## src/rtl/weight_pkg.sv

```systemverilog
// Shared constants, writer state encoding and row addressing helper for the weight RAM writer.
package weight_pkg;

   localparam int unsigned WEIGHT_W  = 10;
   localparam int unsigned ROW_WORDS = 10;
   localparam int unsigned NUM_ROWS  = 10;
   localparam int unsigned WADDR_W   = 7;
   localparam int unsigned ROW_BITS  = ROW_WORDS * WEIGHT_W;
   localparam int unsigned CNT_W     = $clog2(ROW_WORDS);
   localparam int unsigned ROW_IDX_W = $clog2(NUM_ROWS);

   typedef enum logic [1:0] {IDLE, FILL, WRITE, DONE} writer_state_e;

   // NUM_ROWS*ROW_WORDS fits in WADDR_W bits, so the truncation never drops set bits.
   function automatic logic [WADDR_W-1:0] row_base(input logic [ROW_IDX_W-1:0] row_idx);
      return WADDR_W'(32'(row_idx) * ROW_WORDS);
   endfunction

endpackage

```

## src/rtl/weight_row_packer.sv

```systemverilog
// Collects accepted weight words into a row buffer. o_row is the buffer with the incoming
// word already merged, so the word that completes a row can be captured on the same edge.
module weight_row_packer
   import weight_pkg::*;
(
   input  logic                Clock,
   input  logic                Rst,
   input  logic                i_clear,
   input  logic                i_accept,
   input  logic [WEIGHT_W-1:0] i_word,
   output logic                o_last,
   output logic [ROW_BITS-1:0] o_row
);

   logic [CNT_W-1:0]    r_word_cnt;
   logic [ROW_BITS-1:0] r_row;
   logic                w_row_full;

   always_comb begin
      w_row_full = (r_word_cnt == CNT_W'(ROW_WORDS - 1));
      o_last     = i_accept && w_row_full;
      o_row      = r_row;
      for (int k = 0; k < ROW_WORDS; k++) begin
         if (r_word_cnt == CNT_W'(k)) begin
            o_row[k*WEIGHT_W +: WEIGHT_W] = i_word;
         end
      end
   end

   // Stale slots from the previous row are harmless: every slot is rewritten before the next write.
   always_ff @(posedge Clock) begin
      if (Rst) begin
         r_word_cnt <= '0;
         r_row      <= '0;
      end else if (i_clear) begin
         r_word_cnt <= '0;
      end else if (i_accept) begin
         r_row      <= o_row;
         r_word_cnt <= w_row_full ? '0 : r_word_cnt + CNT_W'(1);
      end
   end

endmodule

```

## src/rtl/weight_ram_writer.sv

```systemverilog
// Streams weight words into rows and issues one row-wide RAM write per row at row-aligned bases.
// Optional running checksum of accepted words: define WEIGHT_WRITER_CHECKSUM_EN.
module weight_ram_writer
   import weight_pkg::*;
#(
   parameter int unsigned CSUM_W = 16
) (
   input  logic                Clock,
   input  logic                Rst,
   input  logic                i_start,
   input  logic                i_in_valid,
   input  logic [WEIGHT_W-1:0] i_in_data,
   output logic                o_in_ready,
   output logic                o_wr_en,
   output logic [WADDR_W-1:0]  o_wr_addr,
   output logic [ROW_BITS-1:0] o_wr_data,
   output logic                o_busy,
   output logic                o_done,
   output logic [CSUM_W-1:0]   o_checksum
);

   writer_state_e        r_state, w_state;
   logic                 r_in_ready, w_in_ready;
   logic                 r_wr_en, w_wr_en;
   logic [WADDR_W-1:0]   r_wr_addr, w_wr_addr;
   logic [ROW_BITS-1:0]  r_wr_data, w_wr_data;
   logic                 r_busy, w_busy;
   logic                 r_done, w_done;
   logic [ROW_IDX_W-1:0] r_row_idx, w_row_idx;

   logic                 w_accept;
   logic                 w_start_acc;
   logic                 w_last;
   logic [ROW_BITS-1:0]  w_row;

   // r_in_ready is high exactly in FILL, so it alone qualifies the handshake.
   assign w_accept    = i_in_valid && r_in_ready;
   assign w_start_acc = (r_state == IDLE) && i_start;

   weight_row_packer u_packer (
      .Clock    (Clock),
      .Rst      (Rst),
      .i_clear  (w_start_acc),
      .i_accept (w_accept),
      .i_word   (i_in_data),
      .o_last   (w_last),
      .o_row    (w_row)
   );

   always_comb begin
      w_state    = r_state;
      w_in_ready = r_in_ready;
      w_wr_en    = 1'b0;
      w_wr_addr  = r_wr_addr;
      w_wr_data  = r_wr_data;
      w_busy     = r_busy;
      w_done     = 1'b0;
      w_row_idx  = r_row_idx;
      case (r_state)
         IDLE: begin
            if (i_start) begin
               w_state    = FILL;
               w_in_ready = 1'b1;
               w_busy     = 1'b1;
               w_row_idx  = '0;
            end
         end
         FILL: begin
            if (w_last) begin
               w_state    = WRITE;
               w_in_ready = 1'b0;
               w_wr_en    = 1'b1;
               w_wr_addr  = row_base(r_row_idx);
               w_wr_data  = w_row;
            end
         end
         WRITE: begin
            if (r_row_idx == ROW_IDX_W'(NUM_ROWS - 1)) begin
               w_state = DONE;
               w_done  = 1'b1;
            end else begin
               w_state    = FILL;
               w_in_ready = 1'b1;
               w_row_idx  = r_row_idx + ROW_IDX_W'(1);
            end
         end
         DONE: begin
            w_state = IDLE;
            w_busy  = 1'b0;
         end
         default: begin
            w_state    = IDLE;
            w_in_ready = 1'b0;
            w_busy     = 1'b0;
         end
      endcase
   end

   always_ff @(posedge Clock) begin
      if (Rst) begin
         r_state    <= IDLE;
         r_in_ready <= 1'b0;
         r_wr_en    <= 1'b0;
         r_wr_addr  <= '0;
         r_wr_data  <= '0;
         r_busy     <= 1'b0;
         r_done     <= 1'b0;
         r_row_idx  <= '0;
      end else begin
         r_state    <= w_state;
         r_in_ready <= w_in_ready;
         r_wr_en    <= w_wr_en;
         r_wr_addr  <= w_wr_addr;
         r_wr_data  <= w_wr_data;
         r_busy     <= w_busy;
         r_done     <= w_done;
         r_row_idx  <= w_row_idx;
      end
   end

   assign o_in_ready = r_in_ready;
   assign o_wr_en    = r_wr_en;
   assign o_wr_addr  = r_wr_addr;
   assign o_wr_data  = r_wr_data;
   assign o_busy     = r_busy;
   assign o_done     = r_done;

`ifdef WEIGHT_WRITER_CHECKSUM_EN
   logic [CSUM_W-1:0] r_checksum;

   always_ff @(posedge Clock) begin
      if (Rst || w_start_acc) begin
         r_checksum <= '0;
      end else if (w_accept) begin
         r_checksum <= r_checksum + CSUM_W'(i_in_data);
      end
   end

   assign o_checksum = r_checksum;
`else
   assign o_checksum = '0;
`endif

endmodule

```

## config.mk

```make
export PLATFORM = sky130hd
export DESIGN_NAME = weight_ram_writer
export DESIGN_NICKNAME = d
export VERILOG_FILES = /design/src/rtl/weight_pkg.sv /design/src/rtl/weight_row_packer.sv /design/src/rtl/weight_ram_writer.sv
export SDC_FILE = /design/constraint.sdc
export NUM_CORES = 1
export LEC_CHECK = 0
export CAP_MARGIN = 15
export CORE_UTILIZATION = 50
export DETAILED_ROUTE_END_ITERATION = 7
export PLACE_DENSITY = 0.75
export SYNTH_ARGS = -nofsm -noshare
export SYNTH_HDL_FRONTEND = slang
export SYNTH_SLANG_ARGS = --single-unit
```

## constraint.sdc

```tcl
create_clock -name Clock -period 2.56 [get_ports Clock]
set_input_delay 0.384 -clock Clock [delete_from_list [all_inputs] [get_ports Clock]]
set_output_delay 0.384 -clock Clock [all_outputs]
set_load 0.02 [all_outputs]
```

==> After elaboration in Yosys (flattened, before gate mapping) <==
Cells that the tools add are included.
{ "op_classes": {"add_sub_neg": 2, "n_mul": 1, "eq_ne": 16, "mux": 25, "bitwise_logic": 3, "reduce_logical": 17} }
{ "op_table": {"columns": ["cell", "count"], "rows": [
  ["$mux W10", 10],
  ["$eq A4 B3 Y1 const B", 4],
  ["$eq A4 B4 Y1 const B", 3],
  ["$mux W4", 3],
  ["$add A4 B1 Y4 const B", 2],
  ["$eq A4 B2 Y1 const B", 2],
  ["$pmux W2 S4", 1],
  ["$pmux W4 S2", 1],
  ["$reduce_and A2 Y1", 4],
  ["$mul A4 B3 Y6 const B", 1],
  ["$mux W2", 3],
  ["$reduce_or A2 Y1", 3],
  ["$mux W1", 5],
  ["$eq A2 B2 Y1 const B", 2],
  ["$eq A4 B1 Y1 const B", 1],
  ["$logic_not A4 Y1", 1],
  ["$ne A2 B2 Y1 const B", 2],
  ["$reduce_and A4 Y1", 1],
  ["$reduce_bool A2 Y1", 2],
  ["$logic_and A1 B1 Y1", 3],
  ["$not A1 Y1", 3],
  ["$pmux W1 S3", 1],
  ["$reduce_and A3 Y1", 1],
  ["$reduce_bool A3 Y1", 1],
  ["other kinds (4)", 4]
]} }
{ "word_totals": {"register_bits": 220, "in_bits": 14, "elab_cells": 74} }

==> Depth between registers and ports, before layout <==
Gate-level depths: netlist of the first run.
{ "logic_depth": {"depth_word": 4, "depth_mapped": 7, "depth_no_buf": 7} }

==> Hierarchy <==
A second synthesis of the first run with hierarchy kept.
{ "hier_totals": {"hier_cells": 1048, "area_unflattened_um2": 9873.2} }
{ "by_module_without_submodules": {"columns": ["mod", "n_inst", "cells_each", "area_per_inst_um2"], "rows": [
  ["weight_row_packer", 1, 509, 5510.3],
  ["weight_ram_writer", 1, 539, 4362.9]
]} }

==> Worst setup path after synthesis of the first run <==
OpenSTA, ideal clock, no wires.
{ "synth_timing": {"kind": "reg-to-reg", "from": "reg r_row_idx[1]", "to": "reg r_wr_addr[5], in the netlist o_wr_addr[5]", "setup_time_ns": 0.070, "arrival_ns": 1.733, "required_ns": 2.490, "setup_slack_ns": 0.757, "path_stages_with_launch": 7, "n_path_buf": 0, "synth_period_minus_slack_ns": 1.803, "path_cell_list": "dfxtp_1 ha_1 ha_1 inv_1 fa_1 or3_1 a21oi_1"} }
{ "synth_via": {"elab_chain_len": 1} }
{ "synth_rtl": {"columns": ["element", "line", "rtl"], "rows": [
  ["start, declared", "weight_ram_writer.sv:29", "logic [ROW_IDX_W-1:0] r_row_idx, w_row_idx;"],
  ["start signal, assigned", "weight_ram_writer.sv:117", "r_row_idx <= w_row_idx;"],
  ["$mul A4 B3 Y6", "weight_pkg.sv:16", "return WADDR_W'(32'(row_idx) * ROW_WORDS);"],
  ["end signal, assigned", "weight_ram_writer.sv:113", "r_wr_addr <= w_wr_addr;"],
  ["end, declared", "weight_ram_writer.sv:25", "logic [WADDR_W-1:0] r_wr_addr, w_wr_addr;"]
]} }
No other way between the ends.
A chain may end at the register's enable or synchronous reset.

==> Worst setup path after layout of the first run <==
{ "layout_timing": {"from": "reg u_packer.r_word_cnt[0]", "to": "reg r_wr_data[23], in the netlist o_wr_data[23]"} }
{ "layout_via": {"elab_chain_len": 3, "elab_cells_between_ends": 5, "classes_between": "eq/ne: 2; mux: 1; reduce/logical: 2"} }
{ "layout_rtl": {"columns": ["element", "line", "rtl"], "rows": [
  ["start, declared", "weight_row_packer.sv:15", "logic [CNT_W-1:0] r_word_cnt;"],
  ["start signal, assigned", "weight_row_packer.sv:39", "r_word_cnt <= w_row_full ? '0 : r_word_cnt + CNT_W'(1);"],
  ["$eq A4 B4 Y1", "weight_row_packer.sv:20", "w_row_full = (r_word_cnt == CNT_W'(ROW_WORDS - 1));"],
  ["$logic_and A1 B1 Y1", "weight_row_packer.sv:21", "o_last = i_accept && w_row_full;"],
  ["$reduce_and A2 Y1 (no line)", null, null],
  ["end signal, assigned", "weight_ram_writer.sv:114", "r_wr_data <= w_wr_data;"],
  ["end, declared", "weight_ram_writer.sv:26", "logic [ROW_BITS-1:0] r_wr_data, w_wr_data;"]
]} }
Parallel ways exist; a longest one is shown, timed or not.

==> results.ini, run 1 <==
[run]
max_cap_viol_count = 0

[timing]
drv_slew = 0
rsz0062_at_grt = no
tns_ns = 0
min_period_ns = 2.03
finalSetupViolCount = 0
max_slew_margin_pct = 57.2
fmax_mhz = 493
finalCritPeriodShare_pct = 79.2
finClkSkew_ns = 0.0169
tightest_slew_ns = 0.639
finalHoldViolations = 0

[yosys]
yosysUniqueCellTypes = 40
syn_area_um2 = 9240
netlist.area_leader.share_pct = 45.5
avgSynthCellArea_um2 = 9.99
synth_edf_count = 0
synth_top_family_by_area = multiplexers
synth.area.top_cells = dfxtp_1, mux2i_1, a211oi_1
synth-simple-area-share_pct = 11.8
synthCells = 925
synth_compound_area_share_pct = 15.0
synth-adder-area-share_pct = 0.893
synth_mux_area_share_pct = 19.5
synth_flop_cell = dfxtp_1
synth-xor-area-share_pct = 0.284
synth_top_area_cell = dfxtp_1
yosysWarnings = 0
ys_ff_latch = 210
synth_async_sr_flop_share_pct = 0
seq_area_frac_synth_pct = 45.5

[placed_design]
hpwl_mm = 15.4
portBuffers = 123
place_congestion = 0.787

[worst_setup_path]
crit_arrival_ns = 2.42
cpPeakStageDelay_ns = 0.68
path_delay_family = flip-flops
worstSetupEndpointType = flip-flop
required_ns = 2.95
startpoint_type = flip-flop
critPathMaxFanout = 35
critical_path_class = reg2reg
critPathBufInv = 1
slowest_stage = dfxtp_1
cp_cell_sequence = and4bb_4 -> buf_12 -> a21oi_1 -> a211oi_1

[clocking]
root_buffer = clkbuf_16
cts_buffers = 22
cts_resized = 0
post_cts_buffers = 0
clkTransAtPathRegs_ns = 0.06
cts_buffer_depth = 3
clock_latency_ns = 0.50
cts_tree = yes
htreeDepth = 1
clock-sinks = 210
postCtsHoldBufs = 0

[global_route]
overflow = 0
grt_pass1_vias = 6677
antenna_found_initial = 0
grt_first_pass_wirelength_mm = 37.1
grtUsageTotal_pct = 25.4
grt_max_degree = 106

[drt]
first_pass_iters = 5
viasPerCell = 5.67
drtIter0Drc = 441
antenna_left = 0
vias = 7170
wirelength_mm = 24.3
drc = 0
wl_per_cell_um = 19.2

[layout]
synthToLayoutAreaGrowth_pct = 23.4
antenna_cells = 0
layout-drive-gt1-share_pct = 9.75
nets = 1041

[power_and_ir_drop]
power_density_nw_per_um2 = 598
p_leak_nw = 4.36
ir_worst_vdd_mv = 0.550
p_total_mw = 6.82

[floorplanning]
die_w_um = 138
io_pins = 141
die_h_um = 138
dieArea_um2 = 19000
rows = 49
core_area_um2 = 18000
start_util_pct = 51.3

[run_status]
status = finished clean

[min_path]
hold_class = in2reg

-- per-layer routing --
metal / vias up / GRT usage (%) / part of all wire [%]
li1: 3454 / - / -
met1: 3472 / 34.3 / 45
met2: 200 / 42.1 / 47
met3: 44 / 2.96 / 4.5
met4: 0 / 8.27 / 2.8
met5: - / 0 / 0
-- worst reg2reg max path, stage by stage (launching register included) --
cell	delay, ns
dfxtp_1	0.68
and4bb_4	0.64
buf_12	0.26
a21oi_1	0.11
a211oi_1	0.24
-- registers in the layout, indices dropped and copies added (netlist names) --
signal / flops
o_done: 1
u_packer.r_word_cnt: 4
r_row_idx: 4
o_wr_data: 100
u_packer.r_row: 90
o_busy: 1
r_state: 2
o_in_ready: 1
o_wr_addr: 6
o_wr_en: 1
-- power by group --
part / internal (mW) / switching (mW) / total, mW / leakage, nW
Sequential: 3.28 / 0.0146 / 3.29 / 1.69
Combinational: 0.121 / 0.231 / 0.352 / 2.31
Clock: 1.88 / 1.29 / 3.17 / 0.358
-- placed cells by master (no fill, tap or decap), drive strengths merged, types with 2 or more instances in the layout --
cell	count
xnor2	2
inv	4
conb	17
clkbuf	32
clkinv	6
nand3	26
o21ai	22
ha	5
a21oi	115
and4bb	4
or3	4
mux2i	180
and4b	2
nor3b	2
nand2b	102
a211oi	90
nor2	4
dfxtp	210
nand4b	2
nor4b	4
o21bai	2
nand2	4
clkdlybuf4s50	122
or3b	2
buf	58
nor2b	3
-- worst paths after layout --
kind              cells past startpoint  slack (ns)                                start                    endpoint
setup / recovery                      4        0.53  u_packer.r_word_cnt[0]$_SDFFE_PP0N_  o_wr_data[23]$_SDFFE_PP0P_
hold / removal                        2        0.45                                  Rst  o_wr_data[12]$_SDFFE_PP0P_
setup reg to reg                      4        0.53  u_packer.r_word_cnt[0]$_SDFFE_PP0N_  o_wr_data[23]$_SDFFE_PP0P_
hold reg to reg                       2        0.47           o_wr_data[92]$_SDFFE_PP0P_  o_wr_data[92]$_SDFFE_PP0P_
-- cell type report --
| cell class | count | area [um^2] |
|---|---|---|
| clock buffer | 32 | 659 |
| clock inverter | 7 | 62.6 |
| fill | 1522 | 6620 |
| inverter | 5 | 18.8 |
| multi-input combinational | 602 | 4460 |
| sequential | 210 | 4200 |
| tap | 229 | 287 |
| timing repair buffer | 180 | 1720 |
-- cell families after synthesis --
group / after synthesis
compound gates: 230
simple gates: 166
buf+inv: 129
fa+ha+maj: 6
other cells: 1
flops: 210
xor+xnor: 3
mux: 180
-- cell usage after synthesis (3+ instances only) --
| master | number |
|---|---|
| ha_1 | 5 |
| a21oi_1 | 115 |
| a211oi_1 | 90 |
| and4bb_1 | 4 |
| mux2i_1 | 180 |
| or3_1 | 4 |
| nor2_1 | 3 |
| buf_1 | 13 |
| nand2_1 | 4 |
| buf_4 | 34 |
| nand2b_1 | 102 |
| o21ai_0 | 20 |
| buf_2 | 20 |
| nor2b_1 | 3 |
| clkbuf_1 | 55 |
| inv_1 | 4 |
| nor4b_2 | 4 |
| nand3_1 | 26 |
| dfxtp_1 | 210 |
-- metrics by stage --
step	cells	hold WS (ns)	area (um^2)	setup WS, ns	util (%)
CTS	1265	0.435	11400	0.537	63.3
global route	1265	0.489	11400	0.373	63.3
floorplan	941	0.451	9300	0.757	-
detailed placement	1226	0.466	10700	0.337	59.3
global placement	1226	0.457	10700	0.360	59.3
finish	1265	0.452	11400	0.532	63.3
Power figures use the tool's default switching activity.
==> run 2, diff against run 1 <==
--- a/config.mk
+++ b/config.mk
@@ -6,9 +6,9 @@
 export NUM_CORES = 1
 export LEC_CHECK = 0
 export CAP_MARGIN = 15
-export CORE_UTILIZATION = 50
+export CORE_UTILIZATION = 49
 export DETAILED_ROUTE_END_ITERATION = 7
-export PLACE_DENSITY = 0.75
+export PLACE_DENSITY = 0.76
 export SYNTH_ARGS = -nofsm -noshare
 export SYNTH_HDL_FRONTEND = slang
 export SYNTH_SLANG_ARGS = --single-unit
==> constraint.sdc (replaced) <==
create_clock -name Clock -period 1.7 [get_ports Clock]
set_input_delay 0.255 -clock Clock [delete_from_list [all_inputs] [get_ports Clock]]
set_output_delay 0.255 -clock Clock [all_outputs]
set_load 0.02 [all_outputs]
==> results.ini, run 2 (synthesis gave the netlist of run 1 again) <==
[global_route]
use_met3_pct = 3.44  ; was 2.96%
grtUsageTotal_pct = 24.5  ; was 25.4%
busiest_layer = met2  ; unchanged
gr-usage-met2_pct = 40.8  ; was 42.1%
antenna_found_initial = 0  ; unchanged
grt_max_degree = 78  ; was 106
grt_first_pass_wirelength_mm = 38.1  ; was 37.1 mm
met1_usage_pct = 32.8  ; was 34.3%
overflow = 0  ; unchanged
grt_pass1_vias = 6954  ; was 6677

[layout]
antenna_cells = 0  ; unchanged
synthToLayoutAreaGrowth_pct = 30.0  ; was 23.4%
layout-drive-gt1-share_pct = 13.3  ; was 9.75%
layout_common_cells = dfxtp_1, mux2i_1, a21oi_1, nand2b_1, a211oi_1  ; was dfxtp_1, mux2i_1, clkdlybuf4s50_1, a21oi_1, nand2b_1
final_common_cell = dfxtp_1  ; unchanged
fin_util_pct = 66.0  ; was 63.3%
nets = 1075  ; was 1041
finalNonFillerCells = 1300  ; was 1265
largest_reg_flops = 100  ; unchanged
fin_area_um2 = 12000  ; was 11400 um^2
fillers = 1470  ; was 1522

[timing]
finalCritPeriodShare_pct = 103  ; was 79.2%
finalSetupViolCount = 1  ; was 0
max_slew_margin_pct = 59.5  ; was 57.2%
drv_slew = 0  ; unchanged
rsz0062_at_grt = yes  ; was no
fmax_mhz = 571  ; was 493 MHz
min_period_ns = 1.75  ; was 2.03 ns
tightest_slew_ns = 0.607  ; was 0.639 ns
finClkSkew_ns = 0.00606  ; was 0.0169 ns
finalHoldViolations = 0  ; unchanged
fin_ws_ns = -0.0519  ; was 0.532 ns

[drt]
first_pass_iters = 4  ; was 5
antenna_left = 0  ; unchanged
viasPerCell = 5.59  ; was 5.67
drtIter0Drc = 475  ; was 441
wl_per_cell_um = 18.7  ; was 19.2 um
wirelength_mm = 24.3  ; about the same
vias = 7273  ; was 7170
drc = 0  ; unchanged

[clocking]
clock-sinks = 210  ; unchanged
cts_buffer_depth = 3  ; unchanged
cts_buffers = 22  ; unchanged
clock_latency_ns = 0.50  ; about the same
clkTransAtPathRegs_ns = 0.06  ; about the same
htreeDepth = 1  ; unchanged
root_buffer = clkbuf_16  ; unchanged
postCtsHoldBufs = 0  ; unchanged
cts_tree = yes  ; unchanged

[worst_setup_path]
critical_path_class = reg2reg  ; unchanged
critPathMaxFanout = 2  ; was 35
critPathBufInv = 1  ; unchanged
cpPeakStageDelay_ns = 0.43  ; was 0.68 ns
cp_cell_sequence = ha_4 -> ha_4 -> inv_2 -> fa_2 -> or3_1 -> a21oi_1  ; was and4bb_4 -> buf_12 -> a21oi_1 -> a211oi_1
slowest_stage = fa_2  ; was dfxtp_1
startpoint_type = flip-flop  ; unchanged
cpMostUsedCell = ha_4
path_delay_family = adder cells  ; was flip-flops
required_ns = 2.13  ; was 2.95 ns
crit_arrival_ns = 2.19  ; was 2.42 ns
worstSetupEndpointType = flip-flop  ; unchanged

[min_path]
hold_class = in2reg  ; unchanged

[run_status]
status = finished with violations  ; was finished clean
violations = negative setup slack

[floorplanning]
io_pins = 141  ; unchanged
start_util_pct = 50.8  ; was 51.3%
core_area_um2 = 18200  ; was 18000 um^2
rows = 49  ; unchanged
die_w_um = 139  ; was 138 um
dieArea_um2 = 19400  ; was 19000 um^2
die_h_um = 139  ; was 138 um

[power_and_ir_drop]
seqPwrFrac_pct = 47.9  ; was 48.3%
p_leak_nw = 5.76  ; was 4.36 nW
internal_power_mw = 8.04  ; was 5.28 mW
netSwitchingFraction_pct = 22.2  ; was 22.5%
p_clk_share_pct = 46.3  ; was 46.5%
p_switching_mw = 2.30  ; was 1.54 mW
ir_worst_vdd_mv = 0.575  ; was 0.550 mV
power_density_nw_per_um2 = 861  ; was 598 nW/um^2
pwr-share-comb_pct = 5.8  ; was 5.2%

[run]
max_cap_viol_count = 0  ; unchanged

[placed_design]
place_congestion = 0.792  ; was 0.787
hpwl_mm = 15.6  ; was 15.4 mm
dp.cells = 1254  ; was 1226
portBuffers = 123  ; unchanged
placed_area_um2 = 11200  ; was 10700 um^2

run 2: worst register-to-register path, stage by stage (launching register included):
cell,delay (ns)
dfxtp_4,0.35
ha_4,0.24
ha_4,0.15
inv_2,0.05
fa_2,0.43
or3_1,0.35
a21oi_1,0.11
run 2: through the flow:
step	total power [mW]	setup WS, ns	TNS (ns)	hold slack, ns
floorplan	5.40	0.00687	0	0.451
global placement	5.64	-0.234	-24.34	0.459
detailed placement	5.65	-0.255	-25.62	0.464
CTS	10.4	-0.0608	-0.0608	0.114
global route	10.6	-0.116	-0.191	0.148
finish	10.3	-0.0519	-0.0519	0.130
run 2: layer usage:
layer  up-vias  share of wire, %
met4         0               2.2
li1       3528                 -
met1      3500                45
met5         -                 0
met2       206                48
met3        39               4.5
run 2: worst paths after layout:
kind,startpoint,end,cells past startpoint,slack (ns)
worst max-delay path,r_row_idx[1]$_SDFFE_PP0P_,o_wr_addr[5]$_SDFFE_PP0P_,6,-0.05
worst min-delay path,Rst,o_busy$_SDFFE_PP0P_,2,0.13
worst max register to register,r_row_idx[1]$_SDFFE_PP0P_,o_wr_addr[5]$_SDFFE_PP0P_,6,-0.05
worst min register to register,o_wr_addr[3]$_SDFFE_PP0P_,o_wr_addr[3]$_SDFFE_PP0P_,2,0.47
run 2: layout make-up:
| class | count | area, um^2 | area share (%) |
|---|---|---|---|
| Tap cell | 229 | 287 | 2.38 |
| Timing Repair Buffer | 214 | 2270 | 18.9 |
| Clock buffer | 39 | 726 | 6.04 |
| Clock inverter | 1 | 5.00 | 0.0417 |
| Multi-Input combinational cell | 602 | 4500 | 37.5 |
| Inverter | 5 | 18.8 | 0.156 |
| Sequential cell | 210 | 4210 | 35.0 |
run 2: timing repair:
action	in CTS	in global routing
buffers inserted	0	6
setup endpoints to repair	66	73
resized for setup	65	49
pin swaps	0	2
run 2: power by group through the flow:
stage	clock network (mW)	logic, mW	registers, mW
after floorplan	0	0.338	5.06
after global placement	0	0.584	5.06
after detailed placement	0	0.585	5.06
after CTS	4.83	0.585	4.95
after global routing	5.05	0.625	4.95
final	4.79	0.598	4.95
